--- src/rtl/prrty_resolver_n.sv ---
// Priority resolver for the PIC core: IRR/ISR, mask, fixed/rotating priority, INTA sequencing, EOI/AEOI.
// Optional special-mask mode is compiled in with `define PRRTY_SMM_EN (adds the smm input).
module prrty_resolver_n #(
    parameter int NCH      = 8,
    parameter bit LVL_TRIG = 1'b0,
    localparam int IW      = $clog2(NCH)
) (
    input  logic           clk,
    input  logic           rst_n,
    input  logic [NCH-1:0] ir,
    input  logic [NCH-1:0] imr,
    input  logic           fn,
    input  logic           ar,
    input  logic           aeoi,
    input  logic           eoi,
    input  logic           seoi,
    input  logic [IW-1:0]  eoi_lvl,
    input  logic           set_prio,
    input  logic           inta,
`ifdef PRRTY_SMM_EN
    input  logic           smm,
`endif
    output logic           int_out,
    output logic [NCH-1:0] irr,
    output logic [NCH-1:0] isr,
    output logic [IW-1:0]  vec_id,
    output logic           vec_vld,
    output logic           dbg_state,
    output logic [IW-1:0]  dbg_lp
);

    // Handshake: inta is a one-clock strobe per bus cycle; no back-pressure.
    // vec_vld is a one-clock strobe, registered off the second inta, with vec_id stable.

    typedef enum logic {IDLE = 1'b0, ACK1 = 1'b1} state_t;

    state_t         state, state_nx;
    logic [IW-1:0]  lp, lp_nx;
    logic [NCH-1:0] ir_q;
    logic           spur;

    logic [NCH-1:0] pend, isr_blk, irr_nx, isr_nx, isr_set, isr_clr;
    logic [IW:0]    p_pick, b_pick, e_pick;
    logic           int_req, lvl_ok, ack0, ack1;

    // Highest-priority set bit of v when lowest priority is base: {found, channel}.
    function automatic logic [IW:0] pick(input logic [NCH-1:0] v, input logic [IW-1:0] base);
        logic [IW:0] res;
        int          idx;
        res = '0;
        for (int k = NCH - 1; k >= 0; k--) begin
            idx = (int'(base) + 1 + k) % NCH;
            if (v[idx]) res = {1'b1, IW'(idx)};
        end
        return res;
    endfunction

    // 0 is the highest rank, NCH-1 the lowest.
    function automatic int rank_of(input logic [IW-1:0] ch, input logic [IW-1:0] base);
        return (int'(ch) - int'(base) - 1 + 2 * NCH) % NCH;
    endfunction

    always_comb begin
        pend = irr & ~imr;
`ifdef PRRTY_SMM_EN
        isr_blk = smm ? (isr & ~imr) : isr;
`else
        isr_blk = isr;
`endif
        p_pick = pick(pend, lp);
        b_pick = pick(isr_blk, lp);
        e_pick = pick(isr, lp);

        int_req = 1'b0;
        if (p_pick[IW]) begin
            if (!b_pick[IW])
                int_req = 1'b1;
            else if (rank_of(p_pick[IW-1:0], lp) < rank_of(b_pick[IW-1:0], lp))
                int_req = 1'b1;
            else if (fn && (p_pick[IW-1:0] == b_pick[IW-1:0]))
                int_req = 1'b1;
        end

        lvl_ok = int'(eoi_lvl) < NCH;
        ack0   = (state == IDLE) && inta;
        ack1   = (state == ACK1) && inta;

        isr_set = '0;
        if (ack0 && p_pick[IW]) isr_set[p_pick[IW-1:0]] = 1'b1;

        isr_clr = '0;
        if (eoi && e_pick[IW])            isr_clr[e_pick[IW-1:0]] = 1'b1;
        if (seoi && lvl_ok)               isr_clr[eoi_lvl]        = 1'b1;
        if (ack1 && aeoi && !spur)        isr_clr[vec_id]         = 1'b1;

        // A clear always beats a set on the same bit.
        isr_nx = (isr | isr_set) & ~isr_clr;

        if (LVL_TRIG)
            irr_nx = ir;
        else
            irr_nx = (irr & ~isr_set) | (ir & ~ir_q);

        lp_nx = lp;
        if (set_prio && lvl_ok)
            lp_nx = eoi_lvl;
        else if (seoi && lvl_ok && ar)
            lp_nx = eoi_lvl;
        else if (eoi && e_pick[IW] && ar)
            lp_nx = e_pick[IW-1:0];
        else if (ack1 && aeoi && !spur && ar)
            lp_nx = vec_id;

        state_nx = state;
        if (ack0)      state_nx = ACK1;
        else if (ack1) state_nx = IDLE;
    end

    always_ff @(posedge clk) begin
        if (!rst_n) begin
            state   <= IDLE;
            lp      <= IW'(NCH - 1);
            ir_q    <= '0;
            irr     <= '0;
            isr     <= '0;
            int_out <= 1'b0;
            vec_id  <= '0;
            vec_vld <= 1'b0;
            spur    <= 1'b0;
        end else begin
            state   <= state_nx;
            lp      <= lp_nx;
            ir_q    <= ir;
            irr     <= irr_nx;
            isr     <= isr_nx;
            int_out <= (state_nx == IDLE) && int_req;
            vec_vld <= ack1;
            if (ack0) begin
                spur   <= !p_pick[IW];
                vec_id <= p_pick[IW] ? p_pick[IW-1:0] : IW'(NCH - 1);
            end
        end
    end

    assign dbg_state = state;
    assign dbg_lp    = lp;

endmodule

--- config.mk ---
export PLATFORM = sky130hd
export DESIGN_NAME = prrty_resolver_n
export DESIGN_NICKNAME = d
export VERILOG_FILES = /design/src/rtl/prrty_resolver_n.sv
export SDC_FILE = /design/constraint.sdc
export NUM_CORES = 1
export LEC_CHECK = 0
export ABC_AREA = 1
export ABC_CLOCK_PERIOD_IN_PS = 3900
export CAP_MARGIN = 10
export CORE_ASPECT_RATIO = 0.6
export CORE_MARGIN = 8
export CORE_UTILIZATION = 49
export CTS_CLUSTER_SIZE = 16
export DETAILED_ROUTE_END_ITERATION = 8
export PLACE_DENSITY = 0.82
export SETUP_SLACK_MARGIN = 0.1
export SLEW_MARGIN = 20
export SYNTH_ARGS = -nofsm -noshare
export SYNTH_HDL_FRONTEND = slang
export SYNTH_SLANG_ARGS = --single-unit
--- constraint.sdc ---
create_clock -name clk -period 3.9 [get_ports clk]
set_input_delay 0.78 -clock clk [delete_from_list [all_inputs] [get_ports clk]]
set_output_delay 0.78 -clock clk [all_outputs]
set_load 0.01 [all_outputs]
; ---- After elaboration in Yosys (flattened, before gate mapping)
; Index checks and enable logic that the tools add are counted.
[word_totals]
out_inout_bits = 25
input_bits = 28
reg_bits = 34
elab_cells = 180
[classes]
n_eq_ne = 1
n_bitwise = 24
add_sub_neg = 14
order_cmp = 17
reduce_logical = 28
n_mux = 87
[ops]
columns = cell, n
row1 = $add A32 B4 Y32 const B, 4
row2 = $add A32 B3 Y32 const B, 2
row3 = $mux W4, 16
row4 = $bmux W1 S3, 16
row5 = $mux W1, 42
row6 = $lt A4 B5 Y1 const B, 8
row7 = $add A32 B2 Y32 const B, 1
row8 = $and A8 B8 Y8, 4
row9 = $mux W8, 4
row10 = $not A8 Y8, 4
row11 = $or A8 B8 Y8, 4
row12 = $reduce_or A3 Y1, 10
row13 = $lt A3 B4 Y1 const B, 4
row14 = $logic_and A1 B1 Y1, 15
row15 = $mux W3, 5
row16 = $add A5 B6 Y7 const B, 2
row17 = $demux W1 S3, 4
row18 = $ge A3 B1 Y1 const B, 4
row19 = $sub A4 B2 Y5 const B, 2
row20 = $and A1 B1 Y1, 9
row21 = $sub A3 B3 Y4, 2
row22 = $add A3 B1 Y4 const B, 1
row23 = $lt A4 B4 Y1, 1
row24 = $reduce_bool A4 Y1, 1
row25 = other kinds (4), 6

; ---- Logic depth before layout (Yosys ltp)
; Gate-level depths: netlist (run 1).
[logic_depth]
ltp_word = 26
ltp_mapped = 35
mapped_depth_nobuf = 32

; ---- Least setup slack after synthesis (run 1)
; No wires, ideal clock.
[synth_timing]
kind = register -> register
from = reg lp[0] (netlist: dbg_lp[0])
to = reg int_out
arrival_ns = 4.319
path_buffers = 3
setup_time_ns = 0.119
slack_ns = -0.538
stages_incl_launch_ff = 35
period_less_slack_ns = 4.438
required_ns = 3.781
path_cell_list = dfxtp_1 > inv_2 > buf_4 > ha_1 > buf_4 > inv_4 > nand2_1 > nand2_2 > buf_6 > nand3_1 > nand3_1 > nand2_1 > nand2_1 > nand2_1 > nand2_1 > nand2_1 > nand2_1 > nand2_1 > nand2_1 > nand2_2 > inv_2 > ha_1 > inv_1 > fa_1 > inv_1 > ha_1 > xnor2_1 > xnor2_1 > xor2_1 > ha_1 > nand2_1 > o21ai_0 > xor2_1 > a31oi_1 > a21oi_1
[synth_between]
elab_chain_cells = 23
word_cells_on_any_way = 90
cone_classes = 14 x add/sub / 1 x order compare / 1 x eq/ne / 68 x mux / 2 x bitwise / 4 x reduce/logical
[synth_rtl]
columns = element, line
row1 = start: declaration, 38  ; logic [IW-1:0] lp, lp_nx;
row2 = start signal: assignment, 122  ; lp <= IW'(NCH - 1);
row3 = start signal: assignment, 132  ; lp <= lp_nx;
row4 = $add A3 B1 Y4, 52  ; idx = (int'(base) + 1 + k) % NCH;
row5 = $add A32 B4 Y32, 52
row6 = $bmux W1 S3, 53  ; if (v[idx]) res = {1'b1, IW'(idx)};
row7 = $mux W1 (not written as such) (2 in a row), 53
row8 = $mux W4 (8 in a row), 53
row9 = $sub A3 B3 Y4, 60  ; return (int'(ch) - int'(base) - 1 + 2 * NCH) % NCH;
row10 = $sub A4 B2 Y5, 60
row11 = $add A5 B6 Y7, 60
row12 = $reduce_or A3 Y1 (no line), --
row13 = $and A1 B1 Y1 (no line), --
row14 = $lt A4 B4 Y1, 78  ; else if (rank_of(p_pick[IW-1:0], lp) < rank_of(b_pick[IW-1:0], lp))
row15 = $mux W1, 78
row16 = $mux W1, 76  ; if (!b_pick[IW])
row17 = $mux W1 *, 75  ; if (p_pick[IW]) begin
row18 = $logic_and A1 B1 Y1 *, 136  ; int_out <= (state_nx == IDLE) && int_req;
row19 = end signal: assignment, 136
row20 = end: declaration, 23  ; output logic int_out,
; Mark *: on every way between the ends. The rest lies on a longest branch, timed or not. The select of a mux whose other input is x is not followed.
; A chain may end at the register's enable or synchronous reset.

; ---- Worst setup path in the final report (run 1)
; Same ends and word-level chain as after synthesis.

==> summary.txt, run 1 <==
STA
  – Final worst slack: -0.149 ns
  – Fin Setup TNS: -0.149 ns
  – Fin. max-slew vios: 0
  – Min cycle time layout: between 4 and 5 ns
  – Final period util: 104%
  – RSZ-0062 raised after global routing: true
  – Worst Skew: approximately 0.0069 ns
  – Fmax: around 250 MHz
  – Hold Fails Final Rpt: 0
  – Final setup vio count: 1
  – Worst hold slack: between 0.4 and 0.5 ns

Power
  – Pwr dens: between 900 and 1000 nW/um2
  – Worst IR drop on VDD: 937 uV
  – Pleak: between 2 and 2.5 nW

Clock tree
  – Latest clock arrival within the worst-skew pair: around 0.29 ns
  – Worst-path clk slew: approximately 0.07 ns
  – CTS tree: yes
  – Clock Sinks: 34
  – Inserted Clock Buffers: 5
  – CTS hold repair buffers: 0
  – H-tree levels: 2
  – Root Driver: clkbuf_8
  – Longest Clk Path Bufs: 2

Finish
  – Diode count: 0
  – Filler cells: roughly 530
  – Fin util: between 70% and 80%
  – Area delta synth->final: 42.2%
  – Layout Nets: 716
  – Share of cells above drive strength 1: 24.5%

Place
  – Post-place setup slack: -0.354 ns
  – Port Buf Inserts: 52
  – Post-DP HPWL: roughly 9.4 mm
  – RD Place Congestion: between 1 and 1.5

Worst setup path
  – Buf/Inv on CP: 4
  – Worst path max stage delay: 0.48 ns
  – Setup crit end kind: flip-flop
  – Setup crit start kind: flip-flop
  – CP top delay family: adder cells
  – Critical Path AT: around 4.2 ns
  – Worst EP required: 4.07 ns
  – CP Launch Point: dbg_lp[0]
  – Max FO, Critical Path: 6
  – Crit path top cell by count: nand2_1
  – Crit Path Class: flip-flop to flip-flop
  – CP max stage cell: fa_1
  – Start of the worst register-to-register path: dbg_lp[0]

GRT
  – GR Overflow Total: 0
  – Global-route wire length before repair: about 19 mm
  – Largest net degree at the start of global routing: 25
  – Global-route usage over all layers: about 24%
  – Vias in the first global route: 3905
  – Initial antenna violation count: 0

Logic synthesis
  – Yosys cell types: 37
  – YS warnings: 0
  – Post-Synth Simple-Gate Area: 49.3%
  – Avg Cell Area, Syn: about 5.7 um2
  – Top cell type's share of synthesized area: a little under a quarter
  – Largest family of logic cells by synthesized area: simple AND/OR/NAND/NOR gates
  – Mux contribution to synthesized area: 0%
  – Cell taking the most area after synthesis: nand2_1
  – Cells after Synth: roughly 560
  – Synthesized Nets: around 600
  – Synthesized cell area: 3190 um2
  – Post-synthesis sequential area ratio: roughly a fifth
  – Yosys reg bits: 34
  – Adder-cell area share of the yosys netlist: just under 6%
  – Post-synthesis compound-gate area fraction: a little under a tenth
  – Synth area leaders: nand2_1, dfxtp_1, nand3_1
  – Synth Area in XOR/XNOR: ~1.6%

Run status
  – Outcome: finished with violations
  – Failing checks: negative setup slack

Detailed routing
  – DRC marker count from the first detailed-route iteration: between 400 and 500
  – Mean routed wirelength per cell: around 15 um
  – Via Count: approximately 4100
  – 1st-pass router iterations: 6
  – Antenna Violating Nets Remaining: 0
  – Number of remaining DRC errors: 0
  – Post-Route WL: around 12 mm
  – Vias per Instance: approximately 5.4

Floorplan
  – Placement row count: 22
  – Starting Density: between 50% and 60%
  – Chip width: approximately 120 um
  – Die Y: 78.5 um
  – Boundary pin count: 53
  – Core Region: between 6000 and 7000 um2
  – Die area: roughly 9400 um2

Hold path
  – Min-delay src: ir_q[4]
  – Class of the worst hold path: flip-flop to flip-flop

Flow run
  – Maximum Capacitance Violations: 0
power by group:
group	total, W	switching (W)	internal (W)	leakage (nW)
Clock	0.000250	0.000130	0.000120	0.0438
Sequential	0.000483	0.0000726	0.000410	0.281
Combinational	0.00347	0.00198	0.00149	2.04
Total	0.00420	0.00218	0.00202	2.36
cell families (layout without fill, tap and decap cells):
group           count (synthesis)  in the layout
compound gates                 50             50
other cells                     2              2
fa+ha+maj                      14             14
xor+xnor                        6              6
flops                          34             34
simple gates                  362            362
buf+inv                        93            206
state kept, by name (all words and copies together) (netlist names):
signal	count
dbg_lp	3
dbg_state	1
int_out	1
ir_q	8
irr	8
isr	8
spur	1
vec_id	3
vec_vld	1
layout make-up:
class	instances	area (um2)	area share (%)
inverters	80	310	6.84
well taps	84	105	2.32
flip-flops and latches	34	686	15.1
multi-input cells	434	2300	50.7
clock buffers	5	68.8	1.52
clock inverters	2	10.0	0.221
repair buffers	119	1060	23.3
synthesized netlist by cell type:
| cell type | n |
|---|---|
| buf_6 | 4 |
| a21oi_1 | 19 |
| buf_2 | 3 |
| o21ai_2 | 1 |
| o21ai_0 | 6 |
| buf_4 | 3 |
| fa_1 | 2 |
| a221oi_1 | 1 |
| a41oi_1 | 1 |
| nand2_1 | 196 |
| o21ai_1 | 7 |
| conb_1 | 2 |
| inv_2 | 18 |
| inv_1 | 60 |
| o221ai_1 | 1 |
| nand3_2 | 5 |
| nor2_1 | 40 |
| inv_4 | 2 |
| a31oi_1 | 1 |
| xnor2_1 | 4 |
| o211ai_1 | 1 |
| clkbuf_1 | 3 |
| and2_1 | 1 |
| nor4_1 | 3 |
| dfxtp_1 | 34 |
| nor2_4 | 1 |
| xor2_1 | 2 |
| nand2_2 | 11 |
| nor2_2 | 5 |
| o22ai_1 | 9 |
| nand4_1 | 1 |
| nor3_1 | 4 |
| a21boi_1 | 1 |
| o21bai_1 | 1 |
| ha_1 | 12 |
| o21a_1 | 1 |
| nand3_1 | 95 |
worst register-to-register path, delay by kind of cell (launching register included):
kind,cells,cell delay (ns)
compound gates,3,0.38
xor+xnor,4,0.50
fa+ha+maj,5,1.37
buf+inv,4,0.19
flops,1,0.37
simple gates,14,1.13
path summary, 6_finish.rpt:
path / to / slack (ns) / depth (start not counted)
setup reg to reg: int_out / -0.15 / 30
setup / recovery: int_out / -0.15 / 30
hold reg to reg: irr[4] / 0.41 / 1
hold / removal: irr[4] / 0.41 / 1
metal layers:
layer / global-route usage [%] / vias up / wire length, um
li1: - / 2012 / -
met5: 0 / - / 0
met1: 33.1 / 1860 / 5290
met2: 37.8 / 207 / 4950
met4: 3.47 / 0 / 67
met3: 7.00 / 14 / 1290
layout by cell type (no fill, tap or decap), types with 3 or more instances in the layout:
cell type,count
inv_2,20
buf_4,63
a21oi_1,18
nand2_4,4
inv_1,57
nor4_1,3
ha_1,8
nor3_1,4
o21ai_0,5
o21ai_1,7
nor2_2,7
clkdlybuf4s50_1,52
xnor2_1,3
clkbuf_8,5
o22ai_1,9
nand2_2,32
nand3_1,87
dfxtp_1,32
nor2_1,37
nand3_2,12
nand2_1,171
stage by stage:
step | cell area [um2] | instances | power (W)
2_1_floorplan | 3230 | 561 | 0.00243
6_report | 4540 | 758 | 0.00420
3_3_place_gp | 4260 | 748 | 0.00348
5_1_grt | 4540 | 758 | 0.00458
3_5_place_dp | 4260 | 748 | 0.00359
4_1_cts | 4450 | 758 | 0.00398
repair_timing:
item	in CTS	in global routing
setup buffers	3	0
resized for setup	28	25
endpoints found under the setup margin	1	1
pin swaps	17	7
(Power assumes the default switching activity.)
==> run 2, diff against run 1 <==
Settings changed: CORE_UTILIZATION 49 to 40, PLACE_DENSITY 0.82 to 0.7.
==> run 2 against run 1 <==
Effect of this change: the run still ends with negative setup slack left; critical path type unchanged; clock skew increased by 0.0017 ns; largest power group unchanged; worst setup slack improved by 0.044 ns; register-to-register slack improved by 0.04 ns; first-iteration DRC count decreased by 20%; die area increased by 19%; sequential share of layout area decreased by 1.3 points; combinational power increased by 7.8%; cell count increased by 5.0%; hold slack got worse by 0.0037 ns; maximum frequency increased by 1.1%; sequential power increased by 1%.
==> summary.txt, run 2 (synthesis gave the netlist of run 1 again) <==
Detailed routing
  – Mean routed wirelength per cell: 15.1 um (was 15.3 um)
  – Post-Route WL: 12.1 mm (was 11.6 mm)
  – DRC marker count from the first detailed-route iteration: 380 (was 475)
  – Vias per Instance: 5.17 (was 5.40)
  – Via Count: 4115 (was 4093)
  – Antenna Violating Nets Remaining: 0 (unchanged)
  – Number of remaining DRC errors: 0 (unchanged)
  – 1st-pass router iterations: 5 (was 6)

Worst setup path
  – Setup crit end kind: flip-flop (unchanged)
  – Worst EP required: 4.06 ns (was 4.07 ns)
  – Critical Path AT: 4.17 ns (was 4.22 ns)
  – Crit Path Class: flip-flop to flip-flop (unchanged)
  – Setup crit start kind: flip-flop (unchanged)
  – Max FO, Critical Path: 4 (was 6)

STA
  – Min cycle time layout: 4.00 ns (was 4.05 ns)
  – Final worst slack: -0.105 ns (was -0.149 ns)
  – Fmax: 250 MHz (was 247 MHz)
  – Worst Skew: 0.00855 ns (was 0.00687 ns)
  – Hold Fails Final Rpt: 0 (unchanged)
  – RSZ-0062 raised after global routing: true (unchanged)
  – Fin Setup TNS: -0.105 ns (was -0.149 ns)
  – Final setup vio count: 1 (unchanged)
  – Fin. max-slew vios: 0 (unchanged)
  – Final period util: 103% (was 104%)

Power
  – Combinational share of power: 81.2% (was 82.6%)
  – Worst IR drop on VDD: 442 uV (was 937 uV)
  – Internal power: 0.00230 W (was 0.00202 W)
  – Switching power total: 0.00231 W (was 0.00218 W)
  – Clock Power Share: 8.2% (was 5.9%)
  – Sequential Power Share: 10.6% (was 11.5%)
  – Sw Ratio: 50.2% (was 51.8%)
  – Pwr dens: 921 nW/um2 (was 926 nW/um2)
  – Pleak: 2.56 nW (was 2.36 nW)

Clock tree
  – Inserted Clock Buffers: 5 (unchanged)
  – H-tree levels: 2 (unchanged)
  – Longest Clk Path Bufs: 2 (unchanged)
  – CTS tree: yes (unchanged)
  – Worst-path clk slew: 0.06 ns (was 0.07 ns)
  – Latest clock arrival within the worst-skew pair: 0.28 ns (was 0.29 ns)
  – Root Driver: clkbuf_16 (was clkbuf_8)
  – CTS hold repair buffers: 0 (unchanged)
  – Clock Sinks: 34 (unchanged)

Finish
  – Largest regs: ir_q (8), irr (8), isr (8) (unchanged)
  – Commonest cells after routing, fill and taps aside: nand2_1, buf_4, nand3_1 (was nand2_1, nand3_1, buf_4)
  – Area taken by multi-input logic gates: 2540 um2 (was 2300 um2)
  – Most common cell after layout, fill and taps aside: nand2_1 (unchanged)
  – Layout Nets: 730 (was 716)
  – FF+latch area: 688 um2 (was 686 um2)
  – Filler cells: 717 (was 526)
  – Diode count: 0 (unchanged)
  – Fin util: 64.0% (was 73.3%)
  – Share of cells above drive strength 1: 32.3% (was 24.5%)
  – Area delta synth->final: 56.7% (was 42.2%)

Floorplan
  – Die area: 11200 um2 (was 9440 um2)
  – Boundary pin count: 53 (unchanged)
  – Chip width: 131 um (was 120 um)
  – Placement row count: 25 (was 22)
  – Starting Density: 40.8% (was 51.5%)
  – Die Y: 85.2 um (was 78.5 um)
  – Core Region: 7820 um2 (was 6190 um2)

GRT
  – Vias in the first global route: 3804 (was 3905)
  – GR Overflow Total: 0 (unchanged)
  – Global-route usage over all layers: 19.8% (was 24.2%)
  – Initial antenna violation count: 0 (unchanged)
  – Largest net degree at the start of global routing: 27 (was 25)
  – Global-route wire length before repair: 18.2 mm (was 18.9 mm)

Place
  – Post-DP HPWL: 9.09 mm (was 9.37 mm)
  – RD Place Congestion: 0.981 (was 1.00)
  – Port Buf Inserts: 52 (unchanged)

Run status
  – Outcome: finished with violations (unchanged)
  – Failing checks: negative setup slack (unchanged)

Flow run
  – Maximum Capacitance Violations: 0 (unchanged)

Hold path
  – Class of the worst hold path: flip-flop to flip-flop (unchanged)
==> run 2: changes by cell type in the layout (fill, tap and decap cells not counted), moves of 7 or more <==
cell     change
nand2_2      +7
nand2_4      +8
nand2_1     -16
nand3_1     -23
buf_4        +9
nand3_2     +21
==> run 2: worst paths after layout <==
check,from,to,slack (ns),cells after the start
hold / removal,ir_q[1],irr[1],0.41,1
hold reg to reg,ir_q[1],irr[1],0.41,1
setup / recovery,dbg_lp[0],int_out,-0.10,27
setup reg to reg,dbg_lp[0],int_out,-0.10,27
==> run 2: layout make-up <==
class                           instances  share of cell area [%]
Clock buffer                            5                    2.50
Clock inverter                          2                   0.200
Inverter                               80                    6.25
Multi-Input combinational cell        434                    50.8
Sequential cell                        34                    13.8
Tap cell                              108                    2.70
Timing Repair Buffer                  133                    23.8
==> run 2: timing repair <==
action | CTS | global route
buffers inserted | 13 | 5
pin swaps | 22 | 25
resized for setup | 56 | 61
endpoints found under the hold margin | 0 | 0
endpoints found under the setup margin | 1 | 1
==> run 2: worst max-delay path, stage by stage, from the launching register on <==
cell	delay [ns]
dfxtp_4	0.35
buf_4	0.15
ha_4	0.18
nand2_2	0.14
nand2_4	0.08
buf_4	0.14
buf_4	0.13
nand3_1	0.11
nand2_1	0.15
inv_2	0.10
nand2_1	0.06
nand2_1	0.06
nand2_2	0.06
inv_2	0.07
ha_1	0.13
inv_1	0.05
fa_1	0.48
inv_1	0.05
ha_2	0.18
xnor2_2	0.14
xnor2_1	0.21
xor2_1	0.10
ha_1	0.28
nand2_1	0.06
o21ai_2	0.12
xor2_1	0.08
a31oi_1	0.15
a21oi_1	0.08
==> run 2: metal layers <==
| layer | up-vias | track usage (%) | wire, um | part of all wire (%) |
|---|---|---|---|---|
| met1 | 1872 | 26.1 | 5590 | 46 |
| met2 | 179 | 31.2 | 5260 | 44 |
| met4 | 0 | 3.73 | 151 | 1.3 |
| li1 | 2049 | - | - | - |
| met3 | 15 | 6.01 | 1050 | 8.7 |
| met5 | - | 0 | 0 | 0 |
==> run 2: power groups by stage <==
stage | Combinational (W) | Clock [W] | Sequential (W)
global route | 0.00410 | 0.000397 | 0.000496
floorplan | 0.00194 | 0 | 0.000493
finish | 0.00374 | 0.000377 | 0.000490
CTS | 0.00338 | 0.000382 | 0.000486
global placement | 0.00298 | 0 | 0.000487
detailed placement | 0.00308 | 0 | 0.000489
==> run 2: per-stage QoR <==
stage / power [W] / instance area, um2 / instances / setup slack, ns / hold slack (ns)
3_3_place_gp: 0.00347 / 4270 / 771 / -0.261 / 0.394
5_1_grt: 0.00500 / 5000 / 796 / -0.344 / 0.420
2_1_floorplan: 0.00243 / 3230 / 561 / -0.173 / 0.389
4_1_cts: 0.00424 / 4690 / 791 / -0.0687 / 0.412
6_report: 0.00461 / 5000 / 796 / -0.105 / 0.409
3_5_place_dp: 0.00357 / 4270 / 771 / -0.352 / 0.405
